File: src/rtl/br_flow_serializer.sv
// Ready/valid width-reducing serializer: splits each wide push flit into narrow pop flits,
// optionally truncating the final flit of a packet by a don't-care count.
module br_flow_serializer #(
    parameter int PushWidth                     = 2,
    parameter int PopWidth                      = 1,
    parameter int MetadataWidth                 = 1,
    parameter bit SerializeMostSignificantFirst = 1'b1,
    parameter bit EnableAssertFinalNotValid     = 1'b1,
    localparam int SerializationRatio           = PushWidth / PopWidth,
    localparam int SerFlitIdWidth               = SerializationRatio > 1 ? $clog2(SerializationRatio) : 1
) (
    input  logic                      clk,
    input  logic                      rst_n,
    output logic                      push_ready,
    input  logic                      push_valid,
    input  logic [PushWidth-1:0]      push_data,
    input  logic                      push_last,
    input  logic [SerFlitIdWidth-1:0] push_last_dont_care_count,
    input  logic [MetadataWidth-1:0]  push_metadata,
    input  logic                      pop_ready,
    output logic                      pop_valid,
    output logic [PopWidth-1:0]       pop_data,
    output logic                      pop_last,
    output logic [MetadataWidth-1:0]  pop_metadata
);

    if (PopWidth < 1) begin : gen_bad_pop_width
        $error("PopWidth must be at least 1");
    end
    if (PushWidth % PopWidth != 0) begin : gen_bad_ratio
        $error("PushWidth must be an integer multiple of PopWidth");
    end
    if (MetadataWidth < 1) begin : gen_bad_metadata_width
        $error("MetadataWidth must be at least 1");
    end

    // Outputs are forced idle while in reset so downstream never sees a stale flit.
    assign pop_valid    = rst_n & push_valid;
    assign pop_metadata = push_metadata;

    if (SerializationRatio == 1) begin : gen_passthrough
        logic unused_inputs;

        assign push_ready    = rst_n & pop_ready;
        assign pop_last      = rst_n & push_last;
        assign pop_data      = push_data;
        assign unused_inputs = ^push_last_dont_care_count;
    end else begin : gen_ser
        logic [SerializationRatio-1:0][PopWidth-1:0] slices;
        logic [SerFlitIdWidth-1:0] flit_id;
        logic [SerFlitIdWidth-1:0] flit_id_next;
        logic [SerFlitIdWidth-1:0] last_id;
        logic [SerFlitIdWidth-1:0] slice_idx;
        logic                      at_last;

        assign slices  = push_data;
        assign at_last = (flit_id == last_id);

        // NOTE: every variable assigned in always_comb gets a default first so no latch is inferred.
        always_comb begin
            last_id      = SerFlitIdWidth'(SerializationRatio - 1);
            flit_id_next = flit_id;
            if (push_last) begin
                last_id = last_id - push_last_dont_care_count;
            end
            if (pop_valid && pop_ready) begin
                flit_id_next = at_last ? '0 : flit_id + SerFlitIdWidth'(1);
            end
        end

        // NOTE: sequential state uses non-blocking assignments only, with the reset branch first.
        always_ff @(posedge clk) begin
            if (!rst_n) begin
                flit_id <= '0;
            end else begin
                flit_id <= flit_id_next;
            end
        end

        if (SerializeMostSignificantFirst) begin : gen_msb_first
            assign slice_idx = SerFlitIdWidth'(SerializationRatio - 1) - flit_id;
        end else begin : gen_lsb_first
            assign slice_idx = flit_id;
        end

        assign pop_data   = slices[slice_idx];
        assign pop_last   = rst_n & push_last & at_last;
        assign push_ready = rst_n & pop_ready & at_last;

`ifndef SYNTHESIS
        a_dont_care_in_range: assert property (@(posedge clk) disable iff (!rst_n)
            push_valid |-> (32'(push_last_dont_care_count) < SerializationRatio))
            else $error("push_last_dont_care_count out of range");
        a_dont_care_needs_last: assert property (@(posedge clk) disable iff (!rst_n)
            (push_valid && !push_last) |-> (push_last_dont_care_count == '0))
            else $error("push_last_dont_care_count nonzero without push_last");
`endif
    end

`ifndef SYNTHESIS
    a_push_stable: assert property (@(posedge clk) disable iff (!rst_n)
        (push_valid && !push_ready) |=> (push_valid && $stable(push_data) && $stable(push_last)
            && $stable(push_last_dont_care_count) && $stable(push_metadata)))
        else $error("push signals changed while stalled");
    a_pop_stable: assert property (@(posedge clk) disable iff (!rst_n)
        (pop_valid && !pop_ready) |=> (pop_valid && $stable(pop_data) && $stable(pop_last)
            && $stable(pop_metadata)))
        else $error("pop signals changed while stalled");

    final begin
        if (EnableAssertFinalNotValid) begin
            assert (!push_valid && !pop_valid)
                else $error("valid still asserted at end of simulation");
        end
    end
`endif

endmodule

File: config.mk
export PLATFORM = sky130hd
export DESIGN_NAME = br_flow_serializer
export DESIGN_NICKNAME = d
export VERILOG_FILES = /design/src/rtl/br_flow_serializer.sv
export SDC_FILE = /design/constraint.sdc
export NUM_CORES = 1
export LEC_CHECK = 0
export BUFFER_PORTS_ARGS = -buffer_cell sky130_fd_sc_hd__buf_2
export CORE_AREA = 10 10 47 49
export DETAILED_ROUTE_END_ITERATION = 10
export DIE_AREA = 0 0 57 59
export MAX_ROUTING_LAYER = met4
export PLACE_DENSITY = 0.36
export SYNTH_ARGS = -nofsm -noshare
export SYNTH_HDL_FRONTEND = slang
export SYNTH_SLANG_ARGS = --single-unit
File: constraint.sdc
create_clock -name clk -period 1.03 [get_ports clk]
set_clock_uncertainty 0.1 [all_clocks]
set_input_delay 0.1545 -clock clk [delete_from_list [all_inputs] [get_ports clk]]
set_output_delay 0.1545 -clock clk [all_outputs]
set_load 0.05 [all_outputs]
Word-level counts from Yosys, hierarchy flattened:

Cells that the tools add are included.

* input bits: 9
* register bits: 1
* word-level logic and storage cells: 16
* memories kept: 0
* bits in latches: 0
* memory bits (writable): 0
* output and inout bits: 5
* ROM bits: 0

* bitwise logic cells: 5
* add/sub/neg operators: 3
* multiplexer cells: 4
* shift operators: 0
* div/mod/pow operators: 0
* $lt $le $gt $ge: 1
* reduce and logical (&&, ||, !) cells: 1
* multiply operators: 0
* equality and inequality tests: 1

Operators with widths (number)
* $and 1x1->1: 5
* $mux 1: 4
* $lt 1x2->1 const B: 1
* $sub 1x1->1 const A: 2
* $add 1x1->1 const B: 1
* $eq 1x1->1: 1
* $logic_and 1x1->1: 1

Logic depth before layout (Yosys ltp):

Gate-level depths: netlist of run 1.

* depth after elaboration: 4
* gate-level depth with buffers: 4
* gate-level depth less buffers: 4

Least setup slack after synthesis of run 1:

Ideal clock, no wire load.

* path kind: register to output
* start point: register gen_ser.flit_id
* end point: output port pop_last
* arrival time: 1114 ps
* setup slack: -339 ps
* path buffers: 0
* stages on the path, launching flop included: 4
* required time: 775 ps
* cells stage by stage: dfxtp_1 -> inv_1 -> ha_1 -> and3_1

* cells in the longest elaborated chain, start to end: 2

Ends and longest elaborated chain
* start: declaration: line 50 `logic [SerFlitIdWidth-1:0] flit_id;`
* start signal: assignment: line 76 `flit_id <= flit_id_next;`
* $eq 1x1->1: line 57 `assign at_last = (flit_id == last_id);`
* $and 1x1->1: line 87 `assign pop_last = rst_n & push_last & at_last;`
* end: declaration: line 23 `output logic pop_last,`

Every way passes these cells.

Final worst setup path of run 1:

Ends and elaborated chain as after synthesis.

==> results of run 1 <==
power by group:
group / total (uW) / internal (uW) / switching [uW]
combinational: 118 / 55.2 / 62.7
sequential: 44.8 / 43.0 / 1.86
clock: 0 / 0 / 0
metal layers:
layer  vias to the layer above  GRT usage
met1                        43     0.0427
met5                         -          -
met2                        16     0.0186
li1                         67          -
met3                         0     0.0236
met4                         0          0
worst paths after layout:
path | cells past startpoint | slack [ns] | end | start
worst min register to register | 3 | 0.50 | gen_ser.flit_id | gen_ser.flit_id
worst max-delay path | 4 | -0.15 | pop_last | gen_ser.flit_id
worst min-delay path | 0 | 0.21 | pop_metadata | push_metadata
worst max register to register | 4 | 0.19 | gen_ser.flit_id | gen_ser.flit_id
metrics by stage:
stage	cell area (um2)	worst slack, ns	setup TNS [ns]	total power (uW)
2_1_floorplan	114	-0.129	-0.258	115
3_3_place_gp	196	-0.273	-0.700	140
5_1_grt	238	-0.182	-0.476	173
3_5_place_dp	196	-0.282	-0.707	140
4_1_cts	235	-0.151	-0.404	161
6_report	238	-0.151	-0.402	163
logic make-up (layout without fill, tap and decap cells):
kind of cell	after synthesis	after routing
DFF	1	1
adders and majority gates	1	1
muxes	2	2
and+or+nand+nor	7	7
buffers and inverters	2	14
cells in the final DEF, fill, tap and decap left out:
cell type	synthesis	layout
and2_1	1	1
inv_2	0	1
mux2_4	1	1
mux2i_1	1	1
buf_4	1	2
ha_4	0	1
buf_8	0	2
nand2_2	0	1
buf_6	0	1
nand2_1	4	3
and3_4	0	2
buf_2	0	8
dfxtp_2	0	1
repair_timing:
action | in CTS | in global routing
setup endpoints to repair | 3 | 3
hold endpoints to repair | 0 | 0
cloned | 0 | 0
pin swaps | 1 | 0
gates resized for setup | 10 | 1
layout make-up:
type,instances,area [um2]
tap,16,20.0
timing repair buffer,13,96.3
multi-input combinational,10,96.3
sequential,1,21.3
inverter,1,3.75
fill,171,1160
==> run_results.csv, run 1 <==
group,metric,value,unit
global_routing,overflow,0,
finish,largest_reg_flops,1,
logic_synthesis,synth_fa_ha_area_frac,0.122,
logic_synthesis,yosysWarnings,0,
logic_synthesis,syn_inst,13,
pwr,p_leak,0.000115,uW
detailed_routing,drc,0,
global_routing,grt_pass1_vias,136,
pwr,power_density,684,nW/um2
sta,holdWs,0.210,ns
logic_synthesis,synth-edff-count,0,
finish,fin_cells,41,
logic_synthesis,synth_area,103,um2
floorplanning,ios,14,
detailed_routing,via_per_inst,3.07,
logic_synthesis,synth_top_family_by_area,"simple AND/OR/NAND/NOR gates",
logic_synthesis,synth_top_area_frac,0.195,
pwr,ir_drop,0.297,mV
global_routing,grt_pass1_wl,683,um
logic_synthesis,ys_seq_elements,1,
clock_tree,clk-insertion-delay-late,0,ns
place,port_buffers,11,
floorplanning,die-height,59,um
sta,clock.fmax,847,MHz
detailed_routing,ant_nets,0,
logic_synthesis,synth_compound_area_frac,0,
place,gp_congestion,0.743,
finish,drive_gt1_frac,0.800,
worst_setup_path,crit_chain,"inv_2 > ha_4 > and3_4 > buf_8",
logic_synthesis,ys.flop_type,"dfxtp_1",
logic_synthesis,post-synth-top-count-cell,"nand2_1",
global_routing,grt_use_total,0.0262,
detailed_routing,via_count,126,
finish,final_util,0.170,
worst_setup_path,start_kind,"flop",
finish,syn_to_final_growth,132,%
finish,top_register,"gen_ser.flit_id",
worst_setup_path,required,0.78,ns
worst_setup_path,endpoint_kind,"output port",
hold_path,min_path_type,"in2out",
sta,tightest_slew,0.260,ns
global_routing,antenna_found_initial,0,
floorplanning,rows,14,
logic_synthesis,synthTopCellsByCount,"nand2_1 (4), and3_1 (2)",
sta,rsz0062_at_grt,"true",
outcome,status,"finished, violations left",
finish,fin_nets,37,
global_routing,grt_max_degree,6,
clock_tree,post-cts-setup-buffers,0,
worst_setup_path,cp.buffers_inverters,2,
sta,setup_viol,3,
logic_synthesis,synth_fp_nets,23,
logic_synthesis,yosys.area_share.simple,0.329,
floorplanning,fp.dieW,57,um
sta,fin_crit,1.18,ns
worst_setup_path,slowest_delay,0.31,ns
detailed_routing,top_layer,"met3",
clock_tree,cts_hold_buf,0,
worst_setup_path,worstPathArrival,0.93,ns
detailed_routing,wl,486,um
detailed_routing,met3WireLength,117,um
outcome,violations,"negative setup slack",
detailed_routing,wl_per_cell,11.9,um
finish,reg_top3,"gen_ser.flit_id: 1 flops",
sta,finalWorstSetupSlack,-0.151,ns
logic_synthesis,synthTopCellsByArea,"dfxtp_1 (20%), mux2_4 (15%), nand2_1 (15%)",
detailed_routing,first_pass_iters,1,
sta,period_share,1.15,
detailed_routing,drt_iter0_markers,0,
logic_synthesis,yosysUniqueCellTypes,9,
sta,drv_slew,0,
place,placed_cells,41,
sta,hold_violations,0,
worst_setup_path,crit_fanout,2,
logic_synthesis,yosys.area.top_type,"dfxtp_1",
logic_synthesis,synthXorXnorAreaFrac,0,
worst_setup_path,worstSetupPathType,"reg2out",
logic_synthesis,yosysSeqAreaShare,0.195,
floorplanning,coreArea,1400,um2
logic_synthesis,avgSynthCellArea,7.89,um2
logic_synthesis,synth_mux_area_frac,0.244,
worst_setup_path,slowest_stage,"dfxtp_2",
floorplanning,start_util,0.0732,
worst_setup_path,critPathTopFamily,"flip-flops",
finish,insertedDiodeCount,0,
detailed_routing,dr_wl_met2,77,um
floorplanning,dieArea,3360,um2
job,drv_cap,0,
clock_tree,clk_pin_slew,0,ns
sta,slew_headroom,0.828,
logic_synthesis,ys_async_sr_fraction,0,
detailed_routing,drt-met1-wl,290,um
(Power assumes the default switching activity.)
==> run 2, diff against run 1 <==
Settings changed: GPL_TIMING_DRIVEN set to 0.
==> run 2 against run 1 <==
  * The flow still finishes with violations (negative setup slack)
  * Combinational power grew 9%
  * Fmax rose by 0.20%
  * Sequential share of layout area down 0.23 points
  * First-iteration DRC count is 2 higher
  * Worst hold slack better by 0.15 ns
  * Flip-flop and latch count stayed put
  * Core utilization increased by 0.45 points
  * Design area up 2.6%
  * Final cell count rose by 2.4%
  * Critical path type unchanged
  * Highest routed layer unchanged
==> run_results.csv, run 2 (synthesized netlist as in run 1, its figures left out) <==
group,metric,value,unit
sta,holdWs,0.357,ns
job,drv_cap,0,
detailed_routing,wl,471,um
floorplanning,fp.dieW,57,um
sta,fin_crit,1.18,ns
floorplanning,rows,14,
sta,tightest_slew,0.278,ns
clock_tree,clk_pin_slew,0,ns
place,postPlaceCellArea,194,um2
worst_setup_path,critPathTopFamily,"flip-flops",
finish,seq_area,21.3,um2
floorplanning,dieArea,3360,um2
sta,drv_slew,0,
detailed_routing,wl_per_cell,11.2,um
global_routing,grt_max_degree,6,
finish,layout_common_cells,"buf_2 (9), nand2_1 (4), buf_8 (3), and3_4 (2), buf_4 (2)",
detailed_routing,drc,0,
worst_setup_path,start_kind,"flop",
finish,layout_commonest_cell,"buf_2",
floorplanning,coreArea,1400,um2
finish,insertedDiodeCount,0,
sta,rsz0062_at_grt,"true",
finish,syn_to_final_growth,138,%
floorplanning,die-height,59,um
floorplanning,ios,14,
worst_setup_path,worstSetupPathType,"reg2out",
finish,fin_nets,38,
finish,design_area,244,um2
sta,setup_viol,3,
global_routing,antenna_found_initial,0,
sta,slew_headroom,0.816,
finish,top_register,"gen_ser.flit_id",
finish,drive_gt1_frac,0.769,
pwr,p_leak,0.000120,uW
outcome,status,"finished, violations left",
detailed_routing,via_count,136,
floorplanning,start_util,0.0732,
global_routing,grt_pass1_vias,147,
place,gp_congestion,0.702,
pwr,power_density,711,nW/um2
finish,largest_reg_flops,1,
sta,clock.fmax,848,MHz
pwr,ir_drop,0.285,mV
pwr,total_power,174,uW
sta,hold_violations,0,
worst_setup_path,required,0.78,ns
sta,period_share,1.14,
worst_setup_path,slowest_stage,"dfxtp_2",
worst_setup_path,crit_fanout,2,
finish,reg_top3,"gen_ser.flit_id: 1 flops",
global_routing,overflow,0,
detailed_routing,drt_iter0_markers,2,
worst_setup_path,cp.buffers_inverters,2,
detailed_routing,via_per_inst,3.24,
sta,finalWorstSetupSlack,-0.149,ns
worst_setup_path,slowest_delay,0.31,ns
place,port_buffers,12,
detailed_routing,first_pass_iters,3,
finish,fillers,172,
worst_setup_path,endpoint_kind,"output port",
global_routing,grt_use_total,0.0266,
outcome,violations,"negative setup slack",
finish,multiInputGateArea,93.8,um2
detailed_routing,ant_nets,0,
worst_setup_path,crit_chain,"inv_2 > ha_4 > and3_4 > buf_8",
hold_path,min_path_type,"in2reg",
worst_setup_path,worstPathArrival,0.92,ns
global_routing,grt_pass1_wl,724,um
clock_tree,clk-insertion-delay-late,0,ns
[run 2: changes by cell type in the layout (fill, tap and decap cells not counted)]
cell | previous run | this run
buf_8 | 2 | 3
nand2_1 | 3 | 4
buf_2 | 8 | 9
buf_6 | 1 | 0
nand2_2 | 1 | 0
[run 2: timing repair]
item                                    in CTS  in global routing
buffers inserted                             1                  0
hold endpoints to repair                     0                  0
endpoints found under the setup margin       3                  3
resized for setup                           11                  0
hold buffers                                 0                  0
pin swaps                                    1                  0
[run 2: cell type report]
type | instances | area share
plain buffers | 1 | 0.0308
flip-flops and latches | 1 | 0.0872
multi-input cells | 10 | 0.385
inverters | 1 | 0.0154
repair buffers | 13 | 0.400
well taps | 16 | 0.0821
[run 2: worst min-delay path, stage by stage]
cell and delay, ns:
buf_2 0.11, nand2_1 0.07, mux2i_1 0.07
[run 2: final timing paths]
kind | to | depth (start not counted) | start | slack, ns
worst max-delay path | pop_last | 4 | gen_ser.flit_id | -0.15
worst min-delay path | gen_ser.flit_id | 3 | pop_ready | 0.36
worst max register to register | gen_ser.flit_id | 4 | gen_ser.flit_id | 0.20
worst min register to register | gen_ser.flit_id | 3 | gen_ser.flit_id | 0.50
[run 2: power breakdown]
part | switching, uW | internal, uW
logic | 70.4 | 58.3
clock network | 0 | 0
registers | 1.87 | 43.0
total | 72.3 | 101
[run 2: per-layer routing]
| metal | GRT usage | part of all wire | vias up |
|---|---|---|---|
| li1 | - | - | 69 |
| met1 | 0.0486 | 0.66 | 53 |
| met2 | 0.0202 | 0.19 | 14 |
| met3 | 0.0129 | 0.14 | 0 |
| met4 | 0 | 0 | 0 |
| met5 | - | 0 | - |
[run 2: metrics by stage]
stage | worst slack (ns) | utilization | instances | setup TNS, ns
after detailed placement | -0.318 | 0.138 | 41 | -0.694
after CTS | -0.151 | 0.174 | 42 | -0.412
after global placement | -0.311 | 0.138 | 41 | -0.690
final | -0.149 | 0.174 | 42 | -0.408
after floorplan | -0.129 | - | 13 | -0.258
after global routing | -0.172 | 0.174 | 42 | -0.467
==> run 3, diff against run 2 <==
Settings changed: SETUP_SLACK_MARGIN set to 0.3.
==> run 3 against run 2 <==
  * The run still ends with negative setup slack left
  * Critical path depth unchanged
  * Die area unchanged
  * Sequential power about the same
  * Core utilization up 3.1 points
  * Combinational power up 16%
  * Critical path type unchanged
==> run_results.csv, run 3 (synthesized netlist as in run 1, its figures left out) <==
group,metric,value,unit
outcome,status,"finished, violations left",
outcome,violations,"negative setup slack",
hold_path,hold_start,"push_valid",
worst_setup_path,worstPathArrival,0.92,ns
pwr,power_density,673,nW/um2
job,drv_cap,0,
worst_setup_path,r2r_setup_slack,0.20,ns
place,dp_slack,-0.282,ns
finish,reg_top3,"gen_ser.flit_id: 1 flops",
worst_setup_path,r2r-end,"gen_ser.flit_id",
worst_setup_path,worstRegToRegCells,4,
worst_setup_path,worstSetupPathType,"reg2out",
finish,syn_to_final_growth,180,%
detailed_routing,via_per_inst,3.16,
finish,drive_gt1_frac,0.889,
detailed_routing,wl,472,um
hold_path,min_to,"gen_ser.flit_id",
finish,fin_nets,39,
sta,clock.fmax,850,MHz
floorplanning,dieArea,3360,um2
pwr,total_power,194,uW
sta,fin_crit,1.18,ns
floorplanning,start_util,0.0732,
worst_setup_path,start_kind,"flop",
clock_tree,cts_hold_buf,0,
pwr,p_comb_frac,0.768,
finish,largest_reg_flops,1,
place,port_buffers,12,
worst_setup_path,slowest_delay,0.31,ns
worst_setup_path,endpoint_kind,"output port",
worst_setup_path,crit_fanout,2,
place,dp_hpwl,463,um
detailed_routing,ant_nets,0,
detailed_routing,wl_per_cell,11.0,um
floorplanning,fp.dieW,57,um
pwr,p_leak,0.000136,uW
detailed_routing,first_pass_iters,1,
worst_setup_path,crit_chain,"inv_2 > ha_4 > and3_4 > buf_8",
global_routing,met1_usage,0.0460,
global_routing,use_met3,0.0129,
worst_setup_path,rr_startpoint,"gen_ser.flit_id",
worst_setup_path,slowest_stage,"dfxtp_2",
hold_path,min_path_type,"in2reg",
global_routing,use_met2,0.0233,
hold_path,min_path_cells,3,
floorplanning,die-height,59,um
finish,insertedDiodeCount,0,
pwr,p_sw_frac,0.387,
detailed_routing,via_count,136,
sta,tightest_slew,0.126,ns
pwr,p_int,119,uW
global_routing,overflow,0,
floorplanning,ios,14,
worst_setup_path,critPathTopFamily,"flip-flops",
finish,top_register,"gen_ser.flit_id",
worst_setup_path,cp.buffers_inverters,2,
global_routing,antenna_found_initial,0,
pwr,seq_power_share,0.232,
worst_setup_path,crit_start,"gen_ser.flit_id",
detailed_routing,drt_iter0_markers,0,
place,gp_congestion,0.704,
sta,drv_slew,0,
sta,rsz0062_at_grt,"true",
detailed_routing,drc,0,
clock_tree,clk_pin_slew,0,ns
global_routing,grt_max_degree,5,
sta,period_share,1.14,
pwr,p_sw,74.9,uW
sta,slew_headroom,0.914,
clock_tree,clk-insertion-delay-late,0,ns
floorplanning,rows,14,
pwr,p_clk_frac,0,
sta,finalWorstSetupSlack,-0.146,ns
worst_setup_path,required,0.78,ns
global_routing,grt_pass1_wl,745,um
floorplanning,coreArea,1400,um2
pwr,ir_drop,0.253,mV
finish,layout_common_cells,"buf_2 (5), buf_8 (5), buf_4 (4)",
global_routing,grt_use_total,0.0266,
global_routing,grt_pass1_vias,170,
sta,setup_viol,3,
sta,hold_violations,0,
global_routing,busiest_layer,"met1",
-- run 3: cell types whose count changed in the layout (fill, tap and decap cells not counted), sizes merged --
cell | previous run | this run
buf | 14 | 15
-- run 3: per-stage QoR --
stage | std cells | area [um2] | hold WS [ns] | TNS [ns] | utilization
after CTS | 43 | 282 | 0.362 | -0.420 | 0.201
final | 43 | 288 | 0.341 | -0.396 | 0.205
after detailed placement | 41 | 208 | 0.362 | -0.630 | 0.148
after global routing | 43 | 288 | 0.375 | -0.492 | 0.205
after floorplan | 13 | 128 | 0.186 | -0.224 | -
after global placement | 41 | 208 | 0.363 | -0.624 | 0.148
-- run 3: worst register-to-register path, cell delays in order (launching register included) --
cell and delay [ns]:
dfxtp_2 0.31, inv_2 0.04, ha_4 0.14, nand2_2 0.04, mux2i_1 0.06
-- run 3: metal layers --
layer,part of all wire,vias up
li1,-,71
met1,0.67,51
met2,0.20,14
met3,0.14,0
met4,0,0
met5,0,-
-- run 3: power groups by stage --
stage,Combinational [uW],Clock [uW],Sequential [uW]
final,149,0,44.9
after global routing,159,0,45.5
after CTS,150,0,44.9
after detailed placement,109,0,46.1
after global placement,108,0,46.1
after floorplan,75.4,0,45.6
-- run 3: what timing repair did --
| item | CTS | global route |
|---|---|---|
| setup endpoints to repair | 6 | 5 |
| buffers inserted | 2 | 0 |
| hold endpoints to repair | 0 | 0 |
| pin swaps | 3 | 1 |
| gates resized for setup | 19 | 1 |
-- run 3: how the worst max path moves through the flow --
stage,endpoint,cells past startpoint
after floorplan,pop_last,3
final,pop_last,4
after global routing,pop_last,4
after detailed placement,pop_last,4
after CTS,pop_last,4
after global placement,pop_last,4
-- run 3: final cells by class --
cell class / instances / area [um2]
inverter: 1 / 3.75
fill: 169 / 1110
tap: 16 / 20.0
buffer: 1 / 7.51
timing repair buffer: 14 / 134
multi-input combinational: 10 / 101
sequential: 1 / 21.3
